## config.mk

```make
export PLATFORM = sky130hd
export DESIGN_NAME = apb_timer_master_bridge
export DESIGN_NICKNAME = d
export VERILOG_FILES = /design/src/rtl/apb_timer_master_bridge.sv
export SDC_FILE = /design/constraint.sdc
export NUM_CORES = 1
export LEC_CHECK = 0
export CORE_ASPECT_RATIO = 1.1
export CORE_UTILIZATION = 46
export DETAILED_ROUTE_END_ITERATION = 7
export PLACE_DENSITY = 0.84
export SLEW_MARGIN = 10
export SYNTH_ARGS = -nofsm -noshare
export SYNTH_HDL_FRONTEND = slang
export SYNTH_SLANG_ARGS = --single-unit
```

## constraint.sdc

```tcl
create_clock -name PCLK -period 3.56 [get_ports PCLK]
set_input_delay 0.712 -clock PCLK [delete_from_list [all_inputs] [get_ports PCLK]]
set_output_delay 0.712 -clock PCLK [all_outputs]
set_load 0.02 [all_outputs]
```

## src/rtl/apb_timer_master_bridge.sv

```systemverilog
// Single-outstanding APB4 master: valid/ready command in, APB transfer with
// per-byte parity out, valid/ready response back; aborts stalled transfers.
module apb_timer_master_bridge #(
  parameter int ADDR_WIDTH = 8,
  parameter int DATA_WIDTH = 8,
  parameter int STRB_WIDTH = DATA_WIDTH / 8,
  parameter int TIMEOUT    = 16
) (
  input  logic                    PCLK,
  input  logic                    PRESET,
  input  logic                    cmd_valid,
  output logic                    cmd_ready,
  input  logic                    cmd_write,
  input  logic [ADDR_WIDTH-1:0]   cmd_addr,
  input  logic [DATA_WIDTH-1:0]   cmd_wdata,
  input  logic [STRB_WIDTH-1:0]   cmd_strb,
  output logic                    rsp_valid,
  input  logic                    rsp_ready,
  output logic [DATA_WIDTH-1:0]   rsp_rdata,
  output logic                    rsp_slverr,
  output logic                    rsp_parerr,
  output logic                    rsp_timeout,
  output logic                    PSEL,
  output logic                    PENABLE,
  output logic                    PWRITE,
  output logic [ADDR_WIDTH-1:0]   PADDR,
  output logic [DATA_WIDTH-1:0]   PWDATA,
  output logic [STRB_WIDTH-1:0]   PSTRB,
  output logic [ADDR_WIDTH/8-1:0] PADDRCHK,
  output logic [DATA_WIDTH/8-1:0] PWDATACHK,
  output logic                    PSTRBCHK,
  input  logic                    PREADY,
  input  logic                    PSLVERR,
  input  logic [DATA_WIDTH-1:0]   PRDATA,
  input  logic [DATA_WIDTH/8-1:0] PRDATACHK
);

  localparam int CW = $clog2(TIMEOUT);
  localparam logic [CW-1:0] CNT_LAST = CW'(TIMEOUT - 1);

  localparam logic [1:0] IDLE   = 2'd0;
  localparam logic [1:0] SETUP  = 2'd1;
  localparam logic [1:0] ACCESS = 2'd2;
  localparam logic [1:0] RESP   = 2'd3;

  logic [1:0]            state_q,  state_d;
  logic [CW-1:0]         cnt_q,    cnt_d;
  logic                  pwrite_q, pwrite_d;
  logic [ADDR_WIDTH-1:0] paddr_q,  paddr_d;
  logic [DATA_WIDTH-1:0] pwdata_q, pwdata_d;
  logic [STRB_WIDTH-1:0] pstrb_q,  pstrb_d;
  logic [DATA_WIDTH-1:0] rdata_q,  rdata_d;
  logic                  slverr_q, slverr_d;
  logic                  parerr_q, parerr_d;
  logic                  tmo_q,    tmo_d;
  logic [DATA_WIDTH/8-1:0] prdata_par;

  always_comb begin
    prdata_par = '0;
    for (int i = 0; i < DATA_WIDTH / 8; i++) begin
      prdata_par[i] = ^PRDATA[8*i +: 8];
    end
  end

  always_comb begin
    state_d  = state_q;
    cnt_d    = cnt_q;
    pwrite_d = pwrite_q;
    paddr_d  = paddr_q;
    pwdata_d = pwdata_q;
    pstrb_d  = pstrb_q;
    rdata_d  = rdata_q;
    slverr_d = slverr_q;
    parerr_d = parerr_q;
    tmo_d    = tmo_q;
    case (state_q)
      IDLE: begin
        if (cmd_valid) begin
          pwrite_d = cmd_write;
          paddr_d  = cmd_addr;
          pwdata_d = cmd_wdata;
          pstrb_d  = cmd_write ? cmd_strb : '0;
          cnt_d    = '0;
          state_d  = SETUP;
        end
      end
      SETUP: state_d = ACCESS;
      ACCESS: begin
        // PREADY takes priority over the timeout limit on the same cycle.
        if (PREADY) begin
          slverr_d = PSLVERR;
          rdata_d  = pwrite_q ? '0 : PRDATA;
          parerr_d = !pwrite_q && (PRDATACHK != prdata_par);
          tmo_d    = 1'b0;
          state_d  = RESP;
        end else if (cnt_q == CNT_LAST) begin
          slverr_d = 1'b1;
          rdata_d  = '0;
          parerr_d = 1'b0;
          tmo_d    = 1'b1;
          state_d  = RESP;
        end else begin
          cnt_d = cnt_q + 1'b1;
        end
      end
      RESP: begin
        if (rsp_ready) state_d = IDLE;
      end
      default: state_d = IDLE;
    endcase
  end

  always_ff @(posedge PCLK or posedge PRESET) begin
    if (PRESET) begin
      state_q  <= IDLE;
      cnt_q    <= '0;
      pwrite_q <= 1'b0;
      paddr_q  <= '0;
      pwdata_q <= '0;
      pstrb_q  <= '0;
      rdata_q  <= '0;
      slverr_q <= 1'b0;
      parerr_q <= 1'b0;
      tmo_q    <= 1'b0;
    end else begin
      state_q  <= state_d;
      cnt_q    <= cnt_d;
      pwrite_q <= pwrite_d;
      paddr_q  <= paddr_d;
      pwdata_q <= pwdata_d;
      pstrb_q  <= pstrb_d;
      rdata_q  <= rdata_d;
      slverr_q <= slverr_d;
      parerr_q <= parerr_d;
      tmo_q    <= tmo_d;
    end
  end

  // Parity is derived from the registered bus, so it is stable with it.
  always_comb begin
    PADDRCHK  = '0;
    PWDATACHK = '0;
    for (int i = 0; i < ADDR_WIDTH / 8; i++) PADDRCHK[i] = ^paddr_q[8*i +: 8];
    for (int i = 0; i < DATA_WIDTH / 8; i++) PWDATACHK[i] = ^pwdata_q[8*i +: 8];
  end

  assign PSTRBCHK    = ^pstrb_q;
  assign cmd_ready   = (state_q == IDLE);
  assign rsp_valid   = (state_q == RESP);
  assign PSEL        = (state_q == SETUP) || (state_q == ACCESS);
  assign PENABLE     = (state_q == ACCESS);
  assign PWRITE      = pwrite_q;
  assign PADDR       = paddr_q;
  assign PWDATA      = pwdata_q;
  assign PSTRB       = pstrb_q;
  assign rsp_rdata   = rdata_q;
  assign rsp_slverr  = slverr_q;
  assign rsp_parerr  = parerr_q;
  assign rsp_timeout = tmo_q;

endmodule

```

==> results of run 1 <==
-- per-stage QoR --
step                      utilization  power (mW)  setup slack (ns)
after floorplan                     -       1.696             1.657
after global placement         0.7025       2.324             1.261
after detailed placement       0.7025       2.386             1.205
after CTS                      0.7262       2.678            0.8142
after global routing           0.7262       2.833            0.7089
final                          0.7262       2.656            0.8245
-- power by group through the flow --
stage               Combinational [mW]  Sequential [mW]  Clock (mW)
detailed placement                1.65            0.740           0
global placement                  1.61            0.718           0
global route                      1.77            0.753       0.305
CTS                               1.66            0.732       0.291
finish                            1.64            0.731       0.284
floorplan                        0.802            0.894           0
-- cells in the mapped netlist, types with 2 or more instances --
library cell  count  share of area
nand2_1          15          0.033
a31oi_1           3          0.011
nor2b_1           2         0.0074
inv_1             5          0.011
xnor2_1          17          0.088
mux2_2           18           0.12
o21ai_0           9          0.027
dfrtp_1          35           0.52
a21oi_1           3         0.0089
a22o_1            5          0.026
ha_1              4          0.030
nor3_1            2         0.0059
nand2b_1          2         0.0074
buf_2             3         0.0089
nand3_1           4          0.012
xor2_1            3          0.016
nor2_1            2         0.0044
-- cells in the final DEF, fill, tap and decap left out --
| cell type | n |
|---|---|
| xnor2_1 | 17 |
| nor3_1 | 2 |
| dfrtp_1 | 35 |
| xnor3_1 | 1 |
| a21oi_1 | 3 |
| inv_1 | 5 |
| nand2_1 | 15 |
| nand3_1 | 4 |
| bufinv_16 | 1 |
| nand4_1 | 1 |
| and2_1 | 1 |
| buf_4 | 1 |
| nor2_1 | 2 |
| clkinv_4 | 1 |
| ha_1 | 4 |
| a22o_1 | 5 |
| a41oi_1 | 1 |
| a31oi_1 | 3 |
| a31o_2 | 1 |
| nand2b_1 | 2 |
| o311ai_0 | 1 |
| a211o_1 | 1 |
| o21ai_0 | 9 |
| nand2_2 | 1 |
| clkbuf_4 | 5 |
| xor2_1 | 3 |
| clkinv_2 | 1 |
| o32a_1 | 1 |
| a22o_2 | 1 |
| nor2b_1 | 2 |
| mux2_2 | 18 |
| clkdlybuf4s50_1 | 68 |
| nor4b_1 | 1 |
-- cell families (layout without fill, tap and decap cells) --
| group | count (synthesis) | count (layout) | share of synthesized area |
|---|---|---|---|
| buffers and inverters | 10 | 82 | 0.02657 |
| AO/OA/AOI/OAI | 26 | 26 | 0.1048 |
| flip-flops | 35 | 35 | 0.5166 |
| multiplexers | 18 | 18 | 0.1196 |
| XOR/XNOR | 21 | 21 | 0.1166 |
| adder cells (fa/ha/maj) | 4 | 4 | 0.02952 |
| AND/OR/NAND/NOR | 31 | 31 | 0.08635 |
-- worst reg2reg max path, cell delays in order, from the launching register on --
cell and delay (ns):
dfrtp_1 0.42, inv_1 0.09, ha_1 0.48, nand2_1 0.39, a22o_2 0.37
-- per-layer routing --
metal	global-route usage	vias to the layer above	wire, microns
met2	0.3653	56	1893
met4	0.06977	0	44
met5	0	-	0
met3	0.04528	5	262
li1	-	649	-
met1	0.2555	659	1567
-- state kept, by name, indices dropped and copies added, names as in the netlist --
name         flops
PADDR            8
rsp_slverr       1
rsp_timeout      1
PWDATA           8
state_q          2
cnt_q            4
rsp_parerr       1
PSTRB            1
PWRITE           1
rsp_rdata        8
-- worst paths after layout --
check / slack (ns) / endpoint / from / cells after the start
min: 0.50 / rsp_rdata[0] / rsp_rdata[0] / 2
max reg2reg: 1.73 / rsp_parerr / state_q[0] / 4
min reg2reg: 0.50 / rsp_rdata[0] / rsp_rdata[0] / 2
min in group asynchronous: 0.76 / PADDR[0] / PRESET / 3
max in group asynchronous: 2.49 / state_q[0] / PRESET / 3
max: 0.82 / PENABLE / state_q[0] / 3
-- area by class of cell --
cell class              instances  area [sq um]  area share
repair buffers                 69         688.2      0.2754
multi-input cells             100         774.5      0.3100
clock buffers                   5         37.54     0.01502
inverters                       5         18.77    0.007511
well taps                      48         60.06     0.02404
clock inverters                 3         43.79     0.01753
flip-flops and latches         35         875.8      0.3505
==> results by group, run 1 <==
Final layout
  • Synth-to-layout area growth: 47.38%
  • ANT cells: 0
  • Ratio of cells with drive above 1 in the final layout: 0.1382
  • Fin cells: 265
  • Final #Nets: 253
  • Final Instance Area: 0.002499 sq mm
  • Filler cells: 267

CTS
  • # hold bufs at CTS: 0
  • Post_cts resized: 0
  • # clock sinks: 35
  • Number of setup buffers added after CTS: 0
  • Clock slew at reported path FFs: 0.11 ns
  • Clock buffer depth: 2
  • Skew-Pair Late Insertion Delay: 0.34 ns
  • Max H-tree Level: 2
  • CTS buffer count: 5
  • Root Driver: clkbuf_4
  • CTS tree: done

STA
  • Max Slew Vio Count: 0
  • Slew headroom: 0.6592
  • Min Tclk post-route: 2.736 ns
  • Final worst-path cycle share: 0.7684
  • Setup_tns: 0 ns
  • Final hold violation count: 0
  • Hold slack final: 0.4962 ns
  • Skew final: 0.007578 ns
  • Max Fclk: 365.6 MHz
  • Unrepaired setup endpoints after global routing: no
  • Final setup viols: 0
  • Worst Tran Pin Value: 0.5112 ns

Die
  • Die Ht: 65.67 microns
  • Row count: 22
  • Ports: 69
  • Core area: 0.003441 sq mm
  • DIE AREA: 0.003933 sq mm
  • Die W: 59.89 microns
  • Starting Density: 0.4927

Critical path
  • CP delay by family, top: buffers and inverters
  • WP data arrival: 2.02 ns
  • Critical path type: reg2out
  • Worst-path cell chain: inv_1 -> ha_1 -> clkdlybuf4s50_1
  • Req. time, crit path: 2.85 ns
  • CP bufs+invs: 2
  • Critical-path top delay cell: clkdlybuf4s50_1
  • Crit path launch type: flop
  • Critical Path Sink Type: output port
  • Crit path max fanout: 16
  • CP peak stage delay: 0.70 ns

Hold path
  • Hold WC Path Type: reg2reg

Synth
  • Synth Net Count: 182
  • Synthesized cell area: 0.001695 sq mm
  • Synth cell types: 30
  • Number of synthesized flops with an enable pin: 0
  • Yosys Warn Count: 0
  • FFs w/ async S/R, synth: 1.000
  • Sequential fraction of the synthesis area: 0.5166
  • Primary FF master, synth: dfrtp_1
  • Syn Inst Count: 145
  • Yosys reg bits: 35
  • Post-Syn Area per Cell: 11.69 sq um

Global routing
  • Vias in the first global route: 1348
  • Grt ovf: 0
  • First-pass GRT wire length: 6182 microns
  • Total GRT Usage: 0.2108
  • Largest net degree at the start of global routing: 36
  • Initial antenna violation count: 0

Placed design
  • GP Congestion: 0.7556
  • DP HPWL: 2840 microns
  • DP Cell Count: 257
  • I/O Buffers: 68
  • Placed Instance Area: 0.002417 sq mm

Routing
  • DR WL/cell: 14.22 microns
  • Vias per cell: 5.166
  • WL final: 3767 microns
  • Vias: 1369
  • # DRC: 0
  • Antenna-violating nets left: 0
  • Number of DRC markers in iteration 0: 54
  • Pre-antenna DRT Iters: 4

Power and ir drop
  • Register share of total power: 0.275
  • P_int: 1.587 mW
  • Part of the power in combinational logic: 0.618
  • Net Sw Frac: 0.4026
  • Static leakage: 1.057 nW
  • PwrDens: 1063 mW/mm^2
  • Worst VDD drop: 0.6581 mV
  • Switch Pwr: 1.069 mW
  • Clock power frac: 0.107

Outcome
  • Outcome: complete, no violations

Job
  • Max Cap Viol: 0
Power figures use the tool's default switching activity.
==> inputs of run 2 (changes only) <==
--- a/config.mk
+++ b/config.mk
@@ -6,9 +6,9 @@
 export NUM_CORES = 1
 export LEC_CHECK = 0
 export CORE_ASPECT_RATIO = 1.1
-export CORE_UTILIZATION = 46
+export CORE_UTILIZATION = 39
 export DETAILED_ROUTE_END_ITERATION = 7
-export PLACE_DENSITY = 0.84
+export PLACE_DENSITY = 0.76
 export SLEW_MARGIN = 10
 export SYNTH_ARGS = -nofsm -noshare
 export SYNTH_HDL_FRONTEND = slang
==> constraint.sdc (replaced) <==
create_clock -name PCLK -period 2.3 [get_ports PCLK]
set_input_delay 0.46 -clock PCLK [delete_from_list [all_inputs] [get_ports PCLK]]
set_output_delay 0.46 -clock PCLK [all_outputs]
set_load 0.02 [all_outputs]
==> run 2 against run 1 <==
Non-clock buffer count rose by 2; cell count up 2.3%; clock power grew 130%; first-iteration DRC count is 3.7% lower; hold slack lost 0.0099 ns; wire length decreased by 4.6%; die area rose by 17%; critical endpoint is now cmd_ready.
==> results by group, run 2 (synthesis results as in run 1) <==
STA
  • Final setup viols: 0
  • Final worst-path cycle share: 0.9595
  • Max Slew Vio Count: 0
  • Max Fclk: 453.1 MHz
  • Worst Tran Pin Value: 0.4489 ns
  • Unrepaired setup endpoints after global routing: no
  • Slew headroom: 0.7007
  • Final hold violation count: 0
  • Min Tclk post-route: 2.207 ns
  • Skew final: 0.008209 ns
  • Setup_tns: 0 ns

Critical path
  • CP delay by family, top: buffers and inverters
  • Critical path type: reg2out
  • Critical-path top delay cell: clkdlybuf4s50_1
  • CP peak stage delay: 0.66 ns
  • CP bufs+invs: 2
  • R2R cell count: 7
  • Req. time, crit path: 1.84 ns
  • Crit path max fanout: 7
  • Worst r2r src: state_q[0]
  • R2r setup slk: 0.59 ns
  • WP data arrival: 1.75 ns
  • Critical R2R Capture: state_q[1]
  • Worst-path cell chain: inv_1 -> ha_1 -> clkdlybuf4s50_1
  • Crit path launch type: flop
  • Critical Path Sink Type: output port

Die
  • Die Ht: 71.15 microns
  • DIE AREA: 0.004615 sq mm
  • Ports: 69
  • Core area: 0.004054 sq mm
  • Die W: 64.87 microns
  • Row count: 24
  • Starting Density: 0.4182

Placed design
  • DP HPWL: 2645 microns
  • Placed Instance Area: 0.002437 sq mm
  • GP Congestion: 0.8438
  • I/O Buffers: 68

Routing
  • Vias: 1302
  • WL final: 3595 microns
  • Pre-antenna DRT Iters: 4
  • # DRC: 0
  • Antenna-violating nets left: 0
  • DR WL/cell: 13.27 microns
  • Number of DRC markers in iteration 0: 52
  • Vias per cell: 4.804

Global routing
  • Gr busiest metal: met2
  • Largest net degree at the start of global routing: 36
  • Total GRT Usage: 0.1755
  • Vias in the first global route: 1303
  • Grt ovf: 0
  • First-pass GRT wire length: 6065 microns
  • GR Util met1: 0.2265
  • Initial antenna violation count: 0
  • GR Layer Usage met2: 0.2743
  • Met3 usage: 0.05000

Power and ir drop
  • Switch Pwr: 1.614 mW
  • P_int: 2.648 mW
  • PwrDens: 1653 mW/mm^2
  • Net Sw Frac: 0.3788
  • Static leakage: 1.105 nW
  • Clock power frac: 0.155
  • Part of the power in combinational logic: 0.584
  • Register share of total power: 0.262
  • Worst VDD drop: 0.8790 mV

Outcome
  • Outcome: complete, no violations

Final layout
  • Synth-to-layout area growth: 52.10%
  • ANT cells: 0
  • Commonest non-fill, non-tap cell in the layout: clkdlybuf4s50_1
  • Util after Layout: 0.6361
  • Commonest cells after routing, fill and taps aside: 66 x clkdlybuf4s50_1, 35 x dfrtp_1, 18 x mux2_2
  • Final #Nets: 255
  • Ratio of cells with drive above 1 in the final layout: 0.1461
  • Final Instance Area: 0.002579 sq mm

CTS
  • Post_cts resized: 0
  • # clock sinks: 35
  • Root Driver: clkbuf_8
  • Clock buffer depth: 2
  • Number of setup buffers added after CTS: 0
  • Skew-Pair Late Insertion Delay: 0.29 ns
  • # hold bufs at CTS: 0
  • Max H-tree Level: 2
  • CTS buffer count: 5
  • CTS tree: done
  • Clock slew at reported path FFs: 0.08 ns

Hold path
  • Worst Hold Depth: 2
  • Worst Hold Endpoint: rsp_rdata[2]
  • Hold WC Path Type: reg2reg
  • HP Start: rsp_rdata[2]

Job
  • Max Cap Viol: 0
run 2: cell count changes in the layout (fill, tap and decap cells not counted), sizes merged:
cell           delta
buf               +2
bufinv            +1
clkdlybuf4s50     -2
clkinv            -2
clkinvlp          +1
dlymetal6s2s      +2
run 2: layout make-up:
cell class | instances | area, sq um
well taps | 52 | 65.06
fillers | 334 | 1475
repair buffers | 71 | 708.2
flip-flops and latches | 35 | 875.8
multi-input cells | 100 | 774.5
clock buffers | 5 | 68.82
inverters | 5 | 18.77
clock inverters | 3 | 67.56
run 2: worst min-delay path: cells and delay by family (launching register included):
| kind | cells | cell delay, ns |
|---|---|---|
| flops | 1 | 0.35 |
| compound gates | 1 | 0.06 |
| simple gates | 1 | 0.04 |
run 2: worst max path at each step:
stage | from | endpoint | slack [ns] | cells past startpoint
finish | state_q[0] | cmd_ready | 0.09 | 3
global route | state_q[0] | cmd_ready | 0.009 | 3
detailed placement | PRDATA[5] | rsp_parerr | 0.25 | 5
global placement | PRDATA[3] | rsp_parerr | 0.32 | 5
CTS | PADDR[2] | PADDRCHK | 0.003 | 4
floorplan | PADDR[7] | PADDRCHK | 0.65 | 3
run 2: routing by layer:
metal	up-vias	share of wire	routed length, microns
met5	-	0	0
met4	0	0.016	58
met3	7	0.063	225
met2	44	0.47	1681
met1	602	0.45	1630
li1	649	-	-
run 2: through the flow:
stage | instances | setup slack [ns] | hold slack (ns) | power, mW
4_1_cts | 271 | 0.003101 | 0.4918 | 4.356
3_3_place_gp | 263 | 0.3228 | 0.4640 | 3.648
5_1_grt | 271 | 0.009077 | 0.5073 | 4.541
2_1_floorplan | 145 | 0.6488 | 0.4977 | 2.624
6_report | 271 | 0.09304 | 0.4862 | 4.262
3_5_place_dp | 263 | 0.2548 | 0.4741 | 3.681
run 2: power groups by stage:
stage | Combinational (mW) | Clock (mW) | Sequential, mW
2_1_floorplan | 1.24 | 0 | 1.38
3_3_place_gp | 2.53 | 0 | 1.12
3_5_place_dp | 2.55 | 0 | 1.13
4_1_cts | 2.56 | 0.678 | 1.12
5_1_grt | 2.67 | 0.709 | 1.16
6_report | 2.49 | 0.659 | 1.11
